`config.mk`:
```
export PLATFORM = sky130hd
export DESIGN_NAME = nrisc_reg_ctx_seq
export DESIGN_NICKNAME = d
export VERILOG_FILES = /design/src/rtl/nrisc_reg_ctx_seq.sv
export SDC_FILE = /design/constraint.sdc
export NUM_CORES = 1
export LEC_CHECK = 0
export ABC_AREA = 1
export CAP_MARGIN = 20
export CORE_MARGIN = 2
export CORE_UTILIZATION = 39
export CTS_CLUSTER_DIAMETER = 120
export CTS_CLUSTER_SIZE = 10
export DETAILED_ROUTE_END_ITERATION = 8
export GPL_TIMING_DRIVEN = 1
export PLACE_DENSITY = 0.7
export SYNTH_ARGS = -nofsm -noshare
export SYNTH_HDL_FRONTEND = slang
export SYNTH_SLANG_ARGS = --single-unit
```
`constraint.sdc`:
```
create_clock -name clk -period 3.3 [get_ports clk]
set_clock_uncertainty 0.15 [all_clocks]
set_input_delay 0.66 -clock clk [delete_from_list [all_inputs] [get_ports clk]]
set_output_delay 0.66 -clock clk [all_outputs]
set_load 0.02 [all_outputs]
```
`src/rtl/nrisc_reg_ctx_seq.sv`:
```
// nrisc_reg_ctx_seq: register-context save/restore sequencer for the NRISC
// register file. Save walks R2..R15, reads each selected register through
// ctx_RF/ctx_rdata and writes it to base_addr+n. Restore reads base_addr+n
// from memory and writes it back through ctx_RFD/ctx_D/ctx_Write.
// Optional build macro: NRISC_CTX_TIMEOUT_EN (bounded memory wait, err flag).
module nrisc_reg_ctx_seq #(
    parameter int TAM     = 16,
    parameter int TIMEOUT = 256
) (
    input  logic           clk,
    input  logic           rst,
    input  logic           start_save,
    input  logic           start_restore,
    input  logic [TAM-1:0] base_addr,
    input  logic [15:0]    reg_mask,
    output logic           busy,
    output logic           done,
    output logic           err,
    output logic [3:0]     ctx_RF,
    input  logic [TAM-1:0] ctx_rdata,
    output logic [3:0]     ctx_RFD,
    output logic [TAM-1:0] ctx_D,
    output logic           ctx_Write,
    output logic [TAM-1:0] mem_addr,
    output logic [TAM-1:0] mem_wdata,
    input  logic [TAM-1:0] mem_rdata,
    output logic           mem_wr,
    output logic           mem_rd,
    input  logic           mem_ready
);

    typedef enum logic [2:0] {
        S_IDLE, S_SCAN, S_SAVE_WR, S_RST_RD, S_RST_WB, S_DONE
    } state_t;

    state_t         state_q;
    logic [3:0]     idx_q;
    logic           restore_q;   // 0 = save, 1 = restore
    logic [TAM-1:0] base_q;
    logic [15:0]    mask_q;

    logic           busy_q, done_q, ctx_Write_q, mem_wr_q, mem_rd_q;
    logic [3:0]     ctx_RF_q, ctx_RFD_q;
    logic [TAM-1:0] ctx_D_q, mem_addr_q, mem_wdata_q;

    // Next index and the frame address that goes with it (wraps modulo 2^TAM).
    logic [3:0]     idx_d;
    logic [TAM-1:0] addr_d;
    logic           last_idx;

    assign idx_d    = idx_q + 4'd1;
    assign addr_d   = base_q + {{(TAM-4){1'b0}}, idx_d};
    assign last_idx = (idx_q == 4'd15);

`ifdef NRISC_CTX_TIMEOUT_EN
    localparam int CW = ($clog2(TIMEOUT + 1) > 8) ? $clog2(TIMEOUT + 1) : 8;
    logic [CW-1:0] wcnt_q;
    logic          err_q;
    logic          tmo;
    // Wait limit hits on the cycle that would make the TIMEOUT-th stalled cycle.
    assign tmo = (wcnt_q == CW'(TIMEOUT - 1));
    assign err = err_q;
`else
    logic tmo;
    assign tmo = 1'b0;
    // Unbounded wait: err can never be raised; TIMEOUT has no effect here.
    assign err = (TIMEOUT < 0);
`endif

    // Sequencer FSM with all outputs registered alongside the state.
    always_ff @(posedge clk) begin
        if (!rst) begin
            state_q     <= S_IDLE;
            idx_q       <= 4'd0;
            restore_q   <= 1'b0;
            base_q      <= '0;
            mask_q      <= '0;
            busy_q      <= 1'b0;
            done_q      <= 1'b0;
            ctx_RF_q    <= 4'd0;
            ctx_RFD_q   <= 4'd0;
            ctx_D_q     <= '0;
            ctx_Write_q <= 1'b0;
            mem_addr_q  <= '0;
            mem_wdata_q <= '0;
            mem_wr_q    <= 1'b0;
            mem_rd_q    <= 1'b0;
`ifdef NRISC_CTX_TIMEOUT_EN
            wcnt_q      <= '0;
            err_q       <= 1'b0;
`endif
        end else begin
            done_q      <= 1'b0;
            ctx_Write_q <= 1'b0;
            case (state_q)
                S_IDLE: begin
                    if (start_save || start_restore) begin
                        restore_q  <= ~start_save;   // save has priority
                        base_q     <= base_addr;
                        mask_q     <= reg_mask;
                        idx_q      <= 4'd2;
                        ctx_RF_q   <= 4'd2;
                        mem_addr_q <= base_addr + TAM'(2);
                        busy_q     <= 1'b1;
`ifdef NRISC_CTX_TIMEOUT_EN
                        err_q      <= 1'b0;
`endif
                        state_q    <= S_SCAN;
                    end
                end
                S_SCAN: begin
`ifdef NRISC_CTX_TIMEOUT_EN
                    wcnt_q <= '0;
`endif
                    if (mask_q[idx_q]) begin
                        if (!restore_q) begin
                            mem_wdata_q <= ctx_rdata;
                            mem_wr_q    <= 1'b1;
                            state_q     <= S_SAVE_WR;
                        end else begin
                            mem_rd_q    <= 1'b1;
                            state_q     <= S_RST_RD;
                        end
                    end else if (last_idx) begin
                        busy_q  <= 1'b0;
                        done_q  <= 1'b1;
                        state_q <= S_DONE;
                    end else begin
                        idx_q      <= idx_d;
                        ctx_RF_q   <= idx_d;
                        mem_addr_q <= addr_d;
                    end
                end
                S_SAVE_WR: begin
                    if (mem_ready) begin
                        mem_wr_q <= 1'b0;
                        if (last_idx) begin
                            busy_q  <= 1'b0;
                            done_q  <= 1'b1;
                            state_q <= S_DONE;
                        end else begin
                            idx_q      <= idx_d;
                            ctx_RF_q   <= idx_d;
                            mem_addr_q <= addr_d;
                            state_q    <= S_SCAN;
                        end
                    end else if (tmo) begin
                        mem_wr_q <= 1'b0;
                        busy_q   <= 1'b0;
                        done_q   <= 1'b1;
`ifdef NRISC_CTX_TIMEOUT_EN
                        err_q    <= 1'b1;
`endif
                        state_q  <= S_DONE;
                    end else begin
`ifdef NRISC_CTX_TIMEOUT_EN
                        wcnt_q <= wcnt_q + 1'b1;
`endif
                    end
                end
                S_RST_RD: begin
                    if (mem_ready) begin
                        mem_rd_q    <= 1'b0;
                        ctx_D_q     <= mem_rdata;
                        ctx_RFD_q   <= idx_q;
                        ctx_Write_q <= 1'b1;
                        state_q     <= S_RST_WB;
                    end else if (tmo) begin
                        // Timed-out read: no write-back, remaining registers skipped.
                        mem_rd_q <= 1'b0;
                        busy_q   <= 1'b0;
                        done_q   <= 1'b1;
`ifdef NRISC_CTX_TIMEOUT_EN
                        err_q    <= 1'b1;
`endif
                        state_q  <= S_DONE;
                    end else begin
`ifdef NRISC_CTX_TIMEOUT_EN
                        wcnt_q <= wcnt_q + 1'b1;
`endif
                    end
                end
                S_RST_WB: begin
                    if (last_idx) begin
                        busy_q  <= 1'b0;
                        done_q  <= 1'b1;
                        state_q <= S_DONE;
                    end else begin
                        idx_q      <= idx_d;
                        ctx_RF_q   <= idx_d;
                        mem_addr_q <= addr_d;
                        state_q    <= S_SCAN;
                    end
                end
                S_DONE: begin
                    // Starts are deliberately not looked at here.
                    state_q <= S_IDLE;
                end
                default: state_q <= S_IDLE;
            endcase
        end
    end

    assign busy      = busy_q;
    assign done      = done_q;
    assign ctx_RF    = ctx_RF_q;
    assign ctx_RFD   = ctx_RFD_q;
    assign ctx_D     = ctx_D_q;
    assign ctx_Write = ctx_Write_q;
    assign mem_addr  = mem_addr_q;
    assign mem_wdata = mem_wdata_q;
    assign mem_wr    = mem_wr_q;
    assign mem_rd    = mem_rd_q;

endmodule

```
Word-level counts from Yosys, hierarchy flattened
Cells that the tools add are included.

Add/sub/neg operators: 3. Multipliers: 0. Div/mod/pow operators: 0. Magnitude comparators: 1. Eq/ne operators: 13. Shifts and indexed selects: 0. Mux-type cells: 41. Bitwise logic cells: 2. Reduce and logical (&&, ||, !) cells: 13.

Operators with widths (number): $mux W16 (4); $pmux W16 S4 (1); $pmux W4 S4 (2); $mux W4 (7); $mux W3 (6); $add A16 B2 Y16 const B (1); $add A16 B4 Y16 (1); $reduce_and A4 Y1 (4); $mux W1 (15); $pmux W3 S5 (1); $ne A2 B2 Y1 const B (7); $eq A3 B2 Y1 const B (2); $reduce_and A2 Y1 (3); $lt A4 B5 Y1 const B (1); $add A4 B1 Y4 const B (1); $bmux W1 S4 (1); $eq A4 B4 Y1 const B (1); $pmux W1 S2 (2); $pmux W1 S4 (1); $reduce_bool A2 Y1 (2); $reduce_bool A4 Y1 (1); $eq A3 B1 Y1 const B (1); $eq A3 B3 Y1 const B (1); $logic_not A3 Y1 (1); 5 further kinds (6).

Register bits after elaboration: 101. Bits in latches: 0. Bits in writable memories: 0. Bits in read-only memories: 0. Input bits: 69. Output and inout bits: 62. Logic and storage cells: 88. Memories kept: 0.

Longest topological paths before layout
Word-level depth: 5. Mapped depth: 16. Depth with buffers taken out: 15.

Worst setup path before layout
No wires, ideal clock.

Path type: register to register. Start point: reg idx_q[0]. End point: reg mem_addr_q[12], in the netlist mem_addr[12]. Library setup time: 112 ps. Arrival time: 2168 ps. Data required time: 3038 ps. Path slack: 870 ps. Stages on the path, launching flop included: 16. Buffers on the path: 1. Clock period less this slack: 2430 ps. Cells stage by stage: dfxtp_1 buf_6 nand3_1 xor2_1 ha_1 nand2_1 nand2_1 inv_1 nand2_1 nand3_1 nor2_1 nand3_1 nand3_1 o21ai_0 nor2_1 nor2_1.

Longest elaborated chain between the ends: 5. Elaborated cells between the ends (all ways): 11. Classes of those cells: 2 x add/sub; 2 x eq/ne; 6 x mux; 1 x reduce/logical.

RTL lines: start: declaration (RTL line 37) `logic [3:0] idx_q;`; start signal: assignment (RTL line 129) `idx_q <= idx_d;`; start signal: assignment (RTL line 142) `idx_q <= idx_d;`; start signal: assignment (RTL line 189) `idx_q <= idx_d;`; $add A4 B1 Y4 (RTL line 51) `assign idx_d = idx_q + 4'd1;`; $add A16 B4 Y16 (RTL line 52) `assign addr_d = base_q + {{(TAM-4){1'b0}}, idx_d};`; $mux W16 (RTL line 124, 137, 184); $mux W16, on equally long branches (RTL line 135, 115); $pmux W16 S4 (RTL line 95) `case (state_q)`; end signal: assignment (RTL line 131) `mem_addr_q <= addr_d;`; end signal: assignment (RTL line 144) `mem_addr_q <= addr_d;`; end signal: assignment (RTL line 191) `mem_addr_q <= addr_d;`; end: declaration (RTL line 44) `logic [TAM-1:0] ctx_D_q, mem_addr_q, mem_wdata_q;`.

Several ways; a longest one is shown, not always the timed one. The select of a mux whose other input is x is not followed. A chain may end at the register's enable or synchronous reset.

Worst setup path after layout
Ends and elaborated chain as after synthesis.

==> results by group <==
Critical path
  • Crit path DAT: 2.97 ns
  • Crit Path Category: reg -> reg
  • Critical path endpoint: mem_addr[12]
  • CP endpoint kind: register
  • CP Launch Point: idx_q[0]
  • Register-to-Register Path Depth: 13
  • Worst flop-to-flop path startpoint: idx_q[0]
  • Reg2reg end: mem_addr[12]
  • Required @ worst endpoint: roughly 3.4 ns
  • Setup crit start kind: register
  • Crit path max fanout: 14
  • Worst reg2reg setup slack: 0.42 ns

STA
  • Fmax: 0.347 GHz
  • Final Hold Viols: 0
  • Slew Limit Fails: 0
  • Final setup vio count: 0
  • Worst setup margin: 0.418 ns
  • RSZ-0062 raised after global routing: false
  • Fin crit period: 2.88 ns
  • Period utilization: 0.873
  • Post-route setup TNS: 0 ns
  • Worst-Margin Slew: roughly 1 ns
  • Slew HR: 0.312

Clocking
  • Setup Fix Bufs, Post-CTS: 0
  • Clock sinks: 97
  • Post-CTS Resized: 0
  • Maximum root-to-sink buffer count: 2
  • CTS Hold Bufs: 0
  • Worst-skew pair later-pin latency: between 0.3 and 0.4 ns
  • Clk pin slew, worst setup/hold paths: 0.07 ns
  • CTS tree: yes
  • CTS root buffer: clkbuf_16
  • TritonCTS Buffers: 9
  • CTS H-tree depth: 3

Die
  • Starting Density: 0.399
  • Core Region: 12000 sq um
  • Boundary Pins: 131
  • Die area: approximately 13000 sq um
  • Die width: between 100 and 150 um
  • Die height: 115 um
  • Site Rows: 40

Power
  • Sequential power share: 0.332
  • Leakage power total: between 2 and 3 nW
  • Net Sw Frac: 0.430
  • Comb power frac: 0.477
  • PwrDens: 842 nW/um^2
  • Clock power frac: 0.191
  • Psw: 2.33 mW
  • Total power: 5.42 mW
  • Int Power: 3.09 mW
  • VDD IR max: 0.000311 V

Job
  • Max_cap viols: 0

Status
  • Status: complete, no violations

Synthesis
  • Seq/Total Area, Yosys: 0.405
  • Warnings from Yosys: 0
  • Adder and majority cell fraction of the synthesized area: 0.0198
  • Yosys cell types: 32
  • Seq cells post-synth: 97
  • Mean Syn Cell Area: 6.75 sq um
  • Syn Std Cell Area: 4800 sq um
  • Syn Inst Count: between 700 and 800
  • Syn nets: approximately 800
  • Largest family of logic cells by synthesized area: simple AND/OR/NAND/NOR gates
  • Mux cell area share after synthesis: 0
  • Simple-gate share of the synthesized area: 0.302
  • Compound-Gate Fraction of Synth Area: 0.151
  • XOR/XNOR Fraction of Synth Area: 0.0128

Route
  • WL final: 13100 um
  • DRT iter0 DRCs: between 300 and 400
  • Vias per std cell: 5.01
  • Routed WL per cell: approximately 13 um
  • ANT nets after route: 0
  • Drt pass-1 iters: 5
  • Total number of vias: 4877
  • DR DRC count: 0

Placed design
  • Placed Cells: approximately 960
  • GPL Wtd Cong: 0.887
  • Dpl ws: 0.461 ns
  • HPWL after DPL: ~9400 um
  • Port Buffers: 129
  • DP Area: 6140 sq um

Finish
  • # diodes: 0
  • Nets: ~900
  • Synthesis-to-layout area growth: 34.3%
  • Layout Cells excl Fill: 973
  • Post-route cell area: about 6400 sq um
  • Layout cells sized above 1: 0.0508

Global route
  • Gr ovfl total: 0
  • Antenna violations before repair: 0
  • First-pass GRT wire length: 21400 um
  • Vias in the first global route: ~4600
  • Total GRT Usage: 0.200
  • Largest net degree at the start of global routing: 67

Worst hold path
  • Hold crit path type: reg -> reg
[metal layers]
layer	vias up	wire [um]	global-route usage
met5	-	0	0
met4	0	163	0.0610
met3	12	703	0.0385
met2	140	6180	0.334
met1	2195	6020	0.263
li1	2530	-	-
[placed cells by master, fill, tap and decap left out, types with 2 or more instances in the layout]
cell type / count
inv_1: 78
xnor2_1: 2
inv_2: 4
nand3_2: 4
nand3_1: 67
o21ai_0: 56
buf_4: 10
clkbuf_16: 9
nand4_1: 13
xor2_1: 5
a21oi_1: 72
nand2_1: 148
nor2_1: 71
dfxtp_1: 97
a31oi_1: 2
ha_1: 6
nor3_1: 24
clkdlybuf4s50_1: 128
inv_6: 3
o21ai_1: 10
[state kept, by name, indices dropped and copies added (netlist names), 3 cells and up]
| name | flops |
|---|---|
| base_q | 16 |
| ctx_D | 16 |
| ctx_RFD | 4 |
| idx_q | 4 |
| mask_q | 16 |
| mem_addr | 16 |
| mem_wdata | 16 |
| state_q | 3 |
[final cells by class]
cell class | count | area (sq um)
clock buffer | 10 | 239
clock inverter | 6 | 58.8
fill | 1166 | 5570
inverter | 83 | 314
multi-input combinational | 491 | 2340
sequential | 97 | 1940
tap | 147 | 184
timing repair buffer | 139 | 1360
[cells by family after synthesis]
family / after synthesis
buf+inv: 123
fa+ha+maj: 7
other cells: 1
compound gates: 143
xor+xnor: 7
simple gates: 333
flops: 97
[critical path: stages (launching register included)]
cell	delay, ns
dfxtp_1	0.65
ha_1	0.29
inv_1	0.10
fa_1	0.44
inv_1	0.10
nand3_1	0.07
nand2_1	0.17
nand3_1	0.14
nor2_1	0.24
nand3_1	0.10
nand3_1	0.09
o21ai_0	0.09
nor2_1	0.10
nor2_1	0.05
[per-stage QoR]
step	hold slack, ns	utilization
after detailed placement	0.295	0.511
after global placement	0.291	0.511
after CTS	0.306	0.536
final	0.306	0.536
after global routing	0.330	0.536
after floorplan	0.277	-
[power groups by stage]
stage	registers (mW)	logic, mW	clock network, mW
after floorplan	1.94	1.63	0
after global placement	1.81	2.54	0
after detailed placement	1.82	2.58	0
after CTS	1.80	2.60	1.05
after global routing	1.85	2.92	1.12
final	1.80	2.59	1.04
[synthesized netlist by cell type]
master      n  share of area
nand2_1   148           0.12
dfxtp_1    97           0.40
inv_1      78          0.061
a21oi_1    72          0.075
nor2_1     71          0.056
nand3_1    67          0.070
o21ai_0    57          0.059
clkbuf_1   26          0.020
nor3_1     24          0.025
nand4_1    13          0.017
o21ai_1    10          0.010
buf_2       6         0.0063
ha_1        6          0.016
xor2_1      5         0.0091
buf_4       4         0.0063
inv_2       4         0.0031
nand3_2     4         0.0083
a31oi_1     2         0.0026
buf_6       2         0.0047
buf_8       2         0.0063
xnor2_1     2         0.0037
conb_1      1        0.00078
fa_1        1         0.0042
inv_4       1         0.0013
nand2_2     1         0.0013
nand2_4     1         0.0023
nor2_2      1         0.0013
nor2_4      1         0.0023
nor3b_1     1         0.0016
o21a_1      1         0.0016
o31ai_1     1         0.0016
or2_2       1         0.0013
[worst min-delay path by stage]
stage                     depth (start not counted)        from    endpoint
after global placement                            2  mask_q[12]  mask_q[12]
final                                             2   mask_q[3]   mask_q[3]
after global routing                              2   mask_q[3]   mask_q[3]
after floorplan                                   2   base_q[0]   base_q[0]
after CTS                                         2   mask_q[3]   mask_q[3]
after detailed placement                          2   mask_q[3]   mask_q[3]
Power figures use the tool's default switching activity.
